===== src/rtl/fft4_stream.sv =====
// Streaming 4-point complex FFT: one sample in and one natural-order bin out per clock.
// Latency: bin Xk of a frame appears on y after edge E+1+k, where E captures sample x3.
// No backpressure: the input is consumed every cycle and output is produced every cycle.
module fft4_stream (
    input  logic        clk,
    input  logic        reset,
    input  logic [15:0] x_real,
    input  logic [15:0] x_imag,
    output logic [15:0] y_real,
    output logic [15:0] y_imag
);

    localparam logic signed [17:0] SAT_MAX = 18'sd32767;
    localparam logic signed [17:0] SAT_MIN = -18'sd32768;

    // Clamp an 18-bit internal result into the 16-bit output range.
    function automatic logic [15:0] sat16(input logic signed [17:0] v);
        if (v > SAT_MAX) begin
            return 16'h7fff;
        end else if (v < SAT_MIN) begin
            return 16'h8000;
        end else begin
            return v[15:0];
        end
    endfunction

    logic [1:0]  r_cnt;
    logic [15:0] r_in_re  [3];
    logic [15:0] r_in_im  [3];
    logic [15:0] r_bank_re[4];
    logic [15:0] r_bank_im[4];

    logic signed [17:0] w_x_re [4];
    logic signed [17:0] w_x_im [4];
    logic signed [17:0] w_a_re, w_a_im, w_b_re, w_b_im;
    logic signed [17:0] w_c_re, w_c_im, w_d_re, w_d_im;
    logic signed [17:0] w_X_re [4];
    logic signed [17:0] w_X_im [4];

    // Radix-2 DIT butterflies on the buffered samples plus the live fourth sample.
    always_comb begin
        w_x_re[0] = {{2{r_in_re[0][15]}}, r_in_re[0]};
        w_x_im[0] = {{2{r_in_im[0][15]}}, r_in_im[0]};
        w_x_re[1] = {{2{r_in_re[1][15]}}, r_in_re[1]};
        w_x_im[1] = {{2{r_in_im[1][15]}}, r_in_im[1]};
        w_x_re[2] = {{2{r_in_re[2][15]}}, r_in_re[2]};
        w_x_im[2] = {{2{r_in_im[2][15]}}, r_in_im[2]};
        w_x_re[3] = {{2{x_real[15]}}, x_real};
        w_x_im[3] = {{2{x_imag[15]}}, x_imag};

        w_a_re = w_x_re[0] + w_x_re[2];
        w_a_im = w_x_im[0] + w_x_im[2];
        w_b_re = w_x_re[0] - w_x_re[2];
        w_b_im = w_x_im[0] - w_x_im[2];
        w_c_re = w_x_re[1] + w_x_re[3];
        w_c_im = w_x_im[1] + w_x_im[3];
        w_d_re = w_x_re[1] - w_x_re[3];
        w_d_im = w_x_im[1] - w_x_im[3];

        // Twiddles are 1 and -j, so the second stage is adds and swaps only.
        w_X_re[0] = w_a_re + w_c_re;
        w_X_im[0] = w_a_im + w_c_im;
        w_X_re[1] = w_b_re + w_d_im;
        w_X_im[1] = w_b_im - w_d_re;
        w_X_re[2] = w_a_re - w_c_re;
        w_X_im[2] = w_a_im - w_c_im;
        w_X_re[3] = w_b_re - w_d_im;
        w_X_im[3] = w_b_im + w_d_re;
    end

    // Frame counter, input capture, result bank load and output streaming.
    always_ff @(posedge clk) begin
        if (reset) begin
            r_cnt  <= 2'd0;
            y_real <= 16'd0;
            y_imag <= 16'd0;
            for (int i = 0; i < 3; i++) begin
                r_in_re[i] <= 16'd0;
                r_in_im[i] <= 16'd0;
            end
            for (int i = 0; i < 4; i++) begin
                r_bank_re[i] <= 16'd0;
                r_bank_im[i] <= 16'd0;
            end
        end else begin
            r_cnt  <= r_cnt + 2'd1;
            // Reads the bank before this edge's load, so cnt==3 emits the previous X3.
            y_real <= r_bank_re[r_cnt];
            y_imag <= r_bank_im[r_cnt];
            case (r_cnt)
                2'd0: begin
                    r_in_re[0] <= x_real;
                    r_in_im[0] <= x_imag;
                end
                2'd1: begin
                    r_in_re[1] <= x_real;
                    r_in_im[1] <= x_imag;
                end
                2'd2: begin
                    r_in_re[2] <= x_real;
                    r_in_im[2] <= x_imag;
                end
                default: begin
                    for (int k = 0; k < 4; k++) begin
                        r_bank_re[k] <= sat16(w_X_re[k]);
                        r_bank_im[k] <= sat16(w_X_im[k]);
                    end
                end
            endcase
        end
    end

endmodule


===== config.mk =====
export PLATFORM = sky130hd
export DESIGN_NAME = fft4_stream
export DESIGN_NICKNAME = d
export VERILOG_FILES = /design/src/rtl/fft4_stream.sv
export SDC_FILE = /design/constraint.sdc
export NUM_CORES = 1
export LEC_CHECK = 0
export ABC_AREA = 1
export CELL_PAD_IN_SITES_DETAIL_PLACEMENT = 1
export CELL_PAD_IN_SITES_GLOBAL_PLACEMENT = 2
export CORE_ASPECT_RATIO = 1.2
export CORE_MARGIN = 2
export CORE_UTILIZATION = 37
export CTS_CLUSTER_SIZE = 25
export DETAILED_ROUTE_END_ITERATION = 7
export GPL_TIMING_DRIVEN = 0
export PLACE_DENSITY = 0.83
export SYNTH_ARGS = -nofsm -noshare
export SYNTH_HDL_FRONTEND = slang
export SYNTH_SLANG_ARGS = --single-unit

===== constraint.sdc =====
create_clock -name clk -period 9.6 [get_ports clk]
set_input_delay 0.96 -clock clk [delete_from_list [all_inputs] [get_ports clk]]
set_output_delay 0.96 -clock clk [all_outputs]
set_load 0.01 [all_outputs]

# Yosys cells after proc, flatten, opt, wreduce, memory -nomap -nowiden
# Memory sizes are Yosys's and may differ from the RTL's. A register that Yosys moved wholly into a read port is not among the register bits.
# Cells that the tools add are included.
# W data, S select, Z words.
# totals
out_inout_bits,32
input_bits,34
wordCells,116
ramBits,224
register_bits,2
memories,4
# op_classes
n_reduce_logical,2
bitwise,14
addsub,17
n_lt_le_gt_ge,16
eq_ne,2
muxes,60
# memory_table
name,depth,width,read_ports,rd_clocked_by_memory_dff,write_ports,line_no,text
r_bank_im,4,16,1,1,4,31,logic [15:0] r_bank_im[4];
r_bank_re,4,16,1,1,4,30,logic [15:0] r_bank_re[4];
r_in_im,3,16,3,0,3,29,logic [15:0] r_in_im [3];
r_in_re,3,16,3,0,3,28,logic [15:0] r_in_re [3];
# ops
operator,n
$mux W16,46
$gt A18 B16 Y1 const B,8
$lt A18 B16 Y1 const B,8
$add A17 B17 Y18,4
$sub A17 B17 Y18,4
$add A16 B16 Y17,4
$sub A16 B16 Y17,4
$mux W1,14
$or A1 B1 Y1,14
$reduce_or A3 Y1,1
$add A2 B1 Y2 const B,1
$eq A2 B1 Y1 const B,1
$eq A2 B2 Y1 const B,1
$logic_not A2 Y1,1

# Longest topological paths before layout
# Gate-level depths: netlist (run 1).
# depth
ltp_word,8
depth_mapped,29
ltp_nobuf,26

# Least setup slack after synthesis (run 1)
# Ideal clock, no wire load.
# synth_timing
kind,input-to-reg
from,input x_imag[0]
to,memory r_bank_re[3][13] (data pin)
path_buffers,2
t_arrival_ps,4067
setup_time_ps,254
slack_ps,5280
required_time_ps,9346
stages,24
path_cell_list,ha_1 > fa_1 > nand3b_1 > nand2_1 > a21oi_1 > o21ai_0 > nand3_1 > nand2_1 > xor2_1 > inv_1 > ha_1 > buf_4 > inv_1 > nand2_1 > nor3_2 > and2_1 > nand2_2 > nand2_1 > nand2_1 > nand2_1 > nand2_2 > buf_6 > nand3_1 > nand2_1
# synth_rtl
element,line_no,text
"start, declared",8,"input logic [15:0] x_imag,"
"end, declared",30,

==> results of run 1 <==
[how the worst max path moves through the flow]
stage | from | endpoint | slack, ns
after global placement | x_imag[0] | r_bank_im[2][0] | 3.63
final | x_imag[0] | r_bank_im[2][0] | 4.01
after floorplan | x_imag[0] | r_bank_re[3][13] | 5.28
after CTS | x_imag[0] | r_bank_im[2][0] | 4.15
after detailed placement | x_imag[0] | r_bank_im[2][0] | 3.54
after global routing | x_imag[0] | r_bank_im[2][0] | 3.81
[tightest hold or removal path, cell delays in order, from the launching register on]
cell and delay [ns]:
edfxtp_1 0.32, o21ai_0 0.07, a21oi_1 0.11
[per-layer routing]
| metal | vias to the layer above | share of wire, % | track usage [%] |
|---|---|---|---|
| met5 | - | 0 | 0 |
| met4 | 0 | 3.9 | 9.73 |
| met3 | 131 | 3.2 | 2.49 |
| met2 | 399 | 47 | 43.6 |
| met1 | 11000 | 46 | 35.0 |
| li1 | 11100 | - | - |
[final cells by class]
class	count	share of cell area [%]
Buffer	139	2.78
Sequential cell	258	26.9
Multi-Input combinational cell	2509	52.9
Clock inverter	23	0.975
Timing Repair Buffer	67	2.50
Inverter	499	6.79
Clock buffer	38	3.14
Tap cell	892	4.05
[cell usage in the layout, fill, tap and decap left out, types with 5 or more instances in the layout]
cell	instances
clkinvlp_4	6
ha_1	268
nor2_1	364
inv_6	5
clkbuf_1	58
buf_1	14
o31ai_1	9
clkinv_1	5
inv_1	474
o21ai_1	15
nor3_1	31
nand2_1	793
a31oi_1	8
a31o_2	7
inv_2	22
or2_2	7
edfxtp_1	224
a21oi_1	262
o211ai_1	5
nand3_1	224
xnor2_1	10
fa_1	16
clkbuf_16	34
buf_2	32
a21oi_2	6
o21ai_0	138
nand4_1	26
xor2_1	196
nand2_2	22
clkdlybuf4s50_1	65
buf_6	17
nand3b_1	12
o21bai_1	31
buf_4	23
dfxtp_1	34
a21o_1	9
nand3_2	11
[cell families (layout without fill, tap and decap cells)]
group                      count (synthesis)  in the layout  synth area share, %
AOI/OAI and AO/OA                        510            510                 11.4
adders and majority gates                284            284                 14.9
xor gates and xnor gates                 206            206                 7.32
and+or+nand+nor                         1509           1509                 25.6
DFF                                      258            258                 30.1
buffers and inverters                    638            766                 10.7
[flip-flops by register name, indices dropped and copies added, names as in the netlist]
signal / cells
r_in_re: 48
r_bank_re: 64
r_in_im: 48
y_real: 16
r_cnt: 2
y_imag: 16
r_bank_im: 64
[metrics by stage]
stage               setup WS [ns]  hold slack (ns)  cell area (sq um)  power [mW]  cells
finish                       4.01            0.545              27600        8.47   4425
global route                 3.81            0.584              27600        9.14   4425
CTS                          4.15            0.539              27600        8.48   4425
detailed placement           3.54            0.520              26500        7.14   4364
global placement             3.63            0.514              26400        7.01   4362
floorplan                    5.28            0.490              24600        5.26   3405
[power by group through the flow]
stage          clock network [mW]  logic [mW]  registers, mW
6_report                     1.31        5.72           1.43
5_1_grt                      1.37        6.33           1.44
4_1_cts                      1.34        5.71           1.43
3_3_place_gp                    0        5.55           1.46
3_5_place_dp                    0        5.68           1.46
2_1_floorplan                   0        3.82           1.44
==> impl_results.md, run 1 <==
- Status: finished, final reports clean
- DIE WIDTH: 240 microns
- Placeable core area: 65900 sq um
- Async SR Flop Fraction: 0%
- Layout Area Growth over Synthesis: 12.0%
- Setup TNS: 0 ns
- Antenna Cells: 0
- Post_cts resized: 0
- Row count: 103
- Final setup vio count: 0
- Util after Layout: 41.9%
- TritonCTS clock tree: built
- WL/cell: 20.5 microns
- Most numerous cell in the Yosys netlist: nand2_1
- Clock power frac: 15.5%
- Synth warn: 0
- CTS Hold Bufs: 0
- Net Switching: 4.63 mW
- Total Die Area: 68700 sq um
- Pint: 3.84 mW
- # IOs: 66
- Synthesized area: 24600 sq um
- Area of the multi-input gates: 14600 sq um
- CP Capture Type: register
- Area leader, netlist: edfxtp_1
- 1st-pass router iterations: 5
- Most used cell, CP: nand2_1
- Clk_lat worst skew: 0.58 ns
- Crit start category: input port
- DP HPWL: 76500 microns
- Reg2reg path depth: 25
- RSZ-0062 raised after global routing: false
- Post-layout net count: 3826
- Sw frac: 54.7%
- CTS clk-pin slew, worst paths: 0.06 ns
- Top FF cell, synth: edfxtp_1
- Max stage delay on crit path: 0.62 ns
- Worst Tran Pin Value: 1.19 ns
- DR DRC count: 0
- CTS Root Cell: clkbuf_16
- DR vias/cell: 5.12
- Vias in the first global route: 23300
- Hold path startpoint: r_bank_re[3][7]
- Buffer and inverter count on the worst path: 4
- Gpl congestion: 0.908
- CP max FO: 10
- Final ANT Viol Nets: 0
- Post-synthesis sequential area ratio: 30.1%
- Syn Area/Cell: 7.23 sq um
- Ratio of cells with drive above 1 in the final layout: 6.09%
- F_max: 0.179 GHz
- Buffers on Ports: 65
- Tmin final: 5.59 ns
- RR Endpoint: r_bank_re[2][11]
- Comb pwr share: 67.6%
- Clock buffer depth: 3
- Post-CTS Setup Bufs: 0
- Syn nets: 3723
- Setup CP Type: in -> reg
- Initial antenna violation count: 0
- Worst Hold End: y_real[7]
- First-pass GRT wire length: 137000 microns
- Initial core utilization: 37.4%
- Global route overflow: 0
- Total track usage: 26.2%
- Yosys reg bits: 258
- Crit-path cells: clkdlybuf4s50_1 -> ha_1 -> inv_1 -> fa_1 -> o31ai_2 -> nand2_1 -> nand2_1 -> a21oi_1 -> o21ai_0 -> xor2_1 -> ha_1 -> buf_4 -> inv_2 -> nand2_1 -> nor2_2 -> and2_1 -> nand2_2 -> nand2_2 -> nand2_1 -> nand2_1 -> o21ai_0 -> a21oi_1
- Final wirelength: 90500 microns
- Slew HR: 20.6%
- Hold Path Stages: 2
- Sequential Area: 7410 sq um
- Post-route clock period utilization: 58.2%
- Number of synthesized flops with an enable pin: 224
- Pin count of the biggest net entering global routing: 78
- VDD IR max: 0.153 mV
- H-tree lvl count: 2
- Synth Instances: 3405
- WP data required: 9.94 ns
- Worst reg2reg startpoint: r_in_re[0][35]
- Final Hold Viols: 0
- CP Depth: 22
- Share of the synthesized area in the top cell type: 27.3%
- CTS Buf Count: 34
- Cell variety after synth: 49
- Sequential share of power: 16.9%
- DIE HEIGHT: 287 microns
- CP max-delay cell: clkdlybuf4s50_1
- Cell family with most CP delay: compound AO/OA/AOI/OAI gates
- Final slew viol count: 0
- Post-synth top cells: 794 x nand2_1, 474 x inv_1, 364 x nor2_1
- Synth area leaders: edfxtp_1 27%, ha_1 14%, nand2_1 12%
- Hold WC Path Type: reg -> reg
- Final Skew: 0.0378 ns
- Clock Sink Count: 258
- Worst EP arrival: 5.93 ns
- Flop2flop setup slack: 4.39 ns
- Pwr dens: 307 nW/um^2
- Max cap viols: 0
- Initial DRC count: 1252
- Pleak: 14.0 nW
- # fillers: 8313
- Via count: 22600
Note: power is estimated with default switching activity, not from simulation.
==> run 2, diff against run 1 <==
clock period = 5.46 ns   (was 9.6 ns; I/O delays follow)
==> run 2 against run 1 <==
Setup slack got worse by 3.7 ns; design area did not move; critical path type unchanged; sequential power rose by 76%.
==> impl_results.md, run 2 (synthesis results as in run 1) <==
- Status: finished, final reports clean (unchanged)
- Clk_lat worst skew: 0.58 ns (about the same)
- H-tree lvl count: 2 (unchanged)
- Row count: 103 (unchanged)
- Ratio of cells with drive above 1 in the final layout: 6.09% (unchanged)
- Worst Tran Pin Value: 1.19 ns (unchanged)
- Pleak: 14.0 nW (about the same)
- DR vias/cell: 5.12 (unchanged)
- Total track usage: 26.2% (unchanged)
- Max stage delay on crit path: 0.62 ns (about the same)
- Initial antenna violation count: 0 (unchanged)
- Tmin final: 5.18 ns
- # fillers: 8313 (unchanged)
- Initial DRC count: 1250 (was 1252)
- DIE WIDTH: 240 microns (unchanged)
- Slew HR: 20.6% (unchanged)
- Pint: 6.75 mW (was 3.84 mW)
- Max cap viols: 0 (unchanged)
- Post-CTS Setup Bufs: 0 (unchanged)
- Final setup vio count: 0 (unchanged)
- Final Cell Area: 27600 sq um (unchanged)
- Via count: 22600 (unchanged)
- Crit-path cells: clkdlybuf4s50_1 -> ha_1 -> inv_1 -> fa_1 -> o31ai_2 -> nand2_1 -> nand2_1 -> a21oi_1 -> o21ai_0 -> xor2_1 -> ha_1 -> buf_4 -> inv_2 -> nand2_1 -> nor2_2 -> and2_1 -> nand2_2 -> nand2_2 -> nand2_1 -> nand2_1 -> o21ai_0 -> a21oi_1 (unchanged)
- Post-route clock period utilization: 94.8%
- DIE HEIGHT: 287 microns (unchanged)
- DP HPWL: 76500 microns (unchanged)
- Comb pwr share: 67.6% (about the same)
- Biggest regs: r_bank_im x64, r_bank_re x64 (unchanged)
- Sequential share of power: 16.9% (about the same)
- Commonest non-fill, non-tap cells in the layout: 793 x nand2_1, 474 x inv_1, 364 x nor2_1, 268 x ha_1, 262 x a21oi_1 (unchanged)
- Clock buffer depth: 3 (unchanged)
- CP Capture Type: register (unchanged)
- Post-Place Worst Slack: -0.187 ns (was 3.54 ns)
- Pwr dens: 540 nW/um^2 (was 307 nW/um^2)
- Sw frac: 54.7% (about the same)
- # IOs: 66 (unchanged)
- CTS clk-pin slew, worst paths: 0.06 ns (about the same)
- DR DRC count: 0 (unchanged)
- Placeable core area: 65900 sq um (unchanged)
- TritonCTS clock tree: built (unchanged)
- 1st-pass router iterations: 5 (unchanged)
- Commonest non-fill, non-tap cell in the layout: nand2_1 (unchanged)
- VDD IR max: 0.269 mV (was 0.153 mV)
- Final ANT Viol Nets: 0 (unchanged)
- Setup CP Type: in -> reg (unchanged)
- Most used cell, CP: nand2_1 (unchanged)
- Clock power frac: 15.5% (about the same)
- Layout Area Growth over Synthesis: 12.0% (unchanged)
- Vias in the first global route: 23300 (unchanged)
- WL/cell: 20.5 microns (unchanged)
- F_max: 0.193 GHz
- Final slew viol count: 0 (unchanged)
- Hold WC Path Type: reg -> reg (unchanged)
- Post-layout net count: 3826 (unchanged)
- Final Hold Viols: 0 (unchanged)
- Final wirelength: 90500 microns (unchanged)
- Final Skew: 0.0378 ns (unchanged)
- CP max-delay cell: clkdlybuf4s50_1 (unchanged)
- CTS Buf Count: 34 (unchanged)
- Initial core utilization: 37.4% (unchanged)
- Total Die Area: 68700 sq um (unchanged)
- CP max FO: 10 (unchanged)
- Antenna Cells: 0 (unchanged)
- Worst EP arrival: 5.52 ns (was 5.93 ns)
- Total Power: 14.9 mW (was 8.47 mW)
- Post-DP Area: 26500 sq um (unchanged)
- PnR worst setup slack: 0.284 ns (was 4.01 ns)
- Crit start category: input port (unchanged)
- Clock Sink Count: 258 (unchanged)
- Gpl congestion: 0.908 (unchanged)
- Setup TNS: 0 ns (unchanged)
- Pin count of the biggest net entering global routing: 78 (unchanged)
- RSZ-0062 raised after global routing: false (unchanged)
- WP data required: 5.80 ns (was 9.94 ns)
- Global route overflow: 0 (unchanged)
- Net Switching: 8.14 mW (was 4.63 mW)
- Util after Layout: 41.9% (unchanged)
- Buffers on Ports: 65 (unchanged)
- CTS Root Cell: clkbuf_16 (unchanged)
- First-pass GRT wire length: 137000 microns (unchanged)
## run 2: final cells by class
cell class | instances | area [sq um] | share of cell area (%)
Clock inverter | 23 | 269 | 0.975
Timing Repair Buffer | 67 | 689 | 2.50
Sequential cell | 258 | 7410 | 26.9
Buffer | 139 | 768 | 2.78
Inverter | 499 | 1870 | 6.79
Clock buffer | 38 | 866 | 3.14
Multi-Input combinational cell | 2509 | 14600 | 52.9
Tap cell | 892 | 1120 | 4.05
## run 2: final timing paths
| path | startpoint | to | slack, ns | cells past startpoint |
|---|---|---|---|---|
| max | x_imag[0] | r_bank_im[2][0] | 0.28 | 22 |
| min | r_bank_re[3][7] | y_real[7] | 0.54 | 2 |
| max reg2reg | r_in_re[0][35] | r_bank_re[2][11] | 0.45 | 25 |
| min reg2reg | r_bank_re[3][7] | y_real[7] | 0.54 | 2 |
## run 2: through the flow
step	cells	hold slack [ns]
6_report	4425	0.545
5_1_grt	4425	0.584
4_1_cts	4425	0.539
3_5_place_dp	4364	0.520
3_3_place_gp	4362	0.514
2_1_floorplan	3405	0.490
## run 2: timing repair
item	in CTS	in global routing
setup endpoints to repair	0	10
resized for setup	0	1
hold buffers	0	0
## run 2: power by group through the flow
stage | clock, mW | combinational (mW) | sequential (mW)
4_1_cts | 2.36 | 10.0 | 2.52
6_report | 2.31 | 10.1 | 2.52
3_3_place_gp | 0 | 9.76 | 2.56
2_1_floorplan | 0 | 6.71 | 2.53
3_5_place_dp | 0 | 9.99 | 2.56
5_1_grt | 2.42 | 11.1 | 2.54
## run 2: routing by layer
layer  global-route usage [%]  part of all wire [%]
met5                        0                     0
met1                     35.0                    46
met3                     2.49                   3.2
met2                     43.6                    47
met4                     9.73                   3.9
## run 2: worst max-delay path, delay by kind of cell
family / cells / cell delay (ns)
fa+ha+maj: 3 / 0.95
buf+inv: 4 / 1.01
xor+xnor: 1 / 0.39
compound gates: 5 / 1.47
simple gates: 9 / 1.13
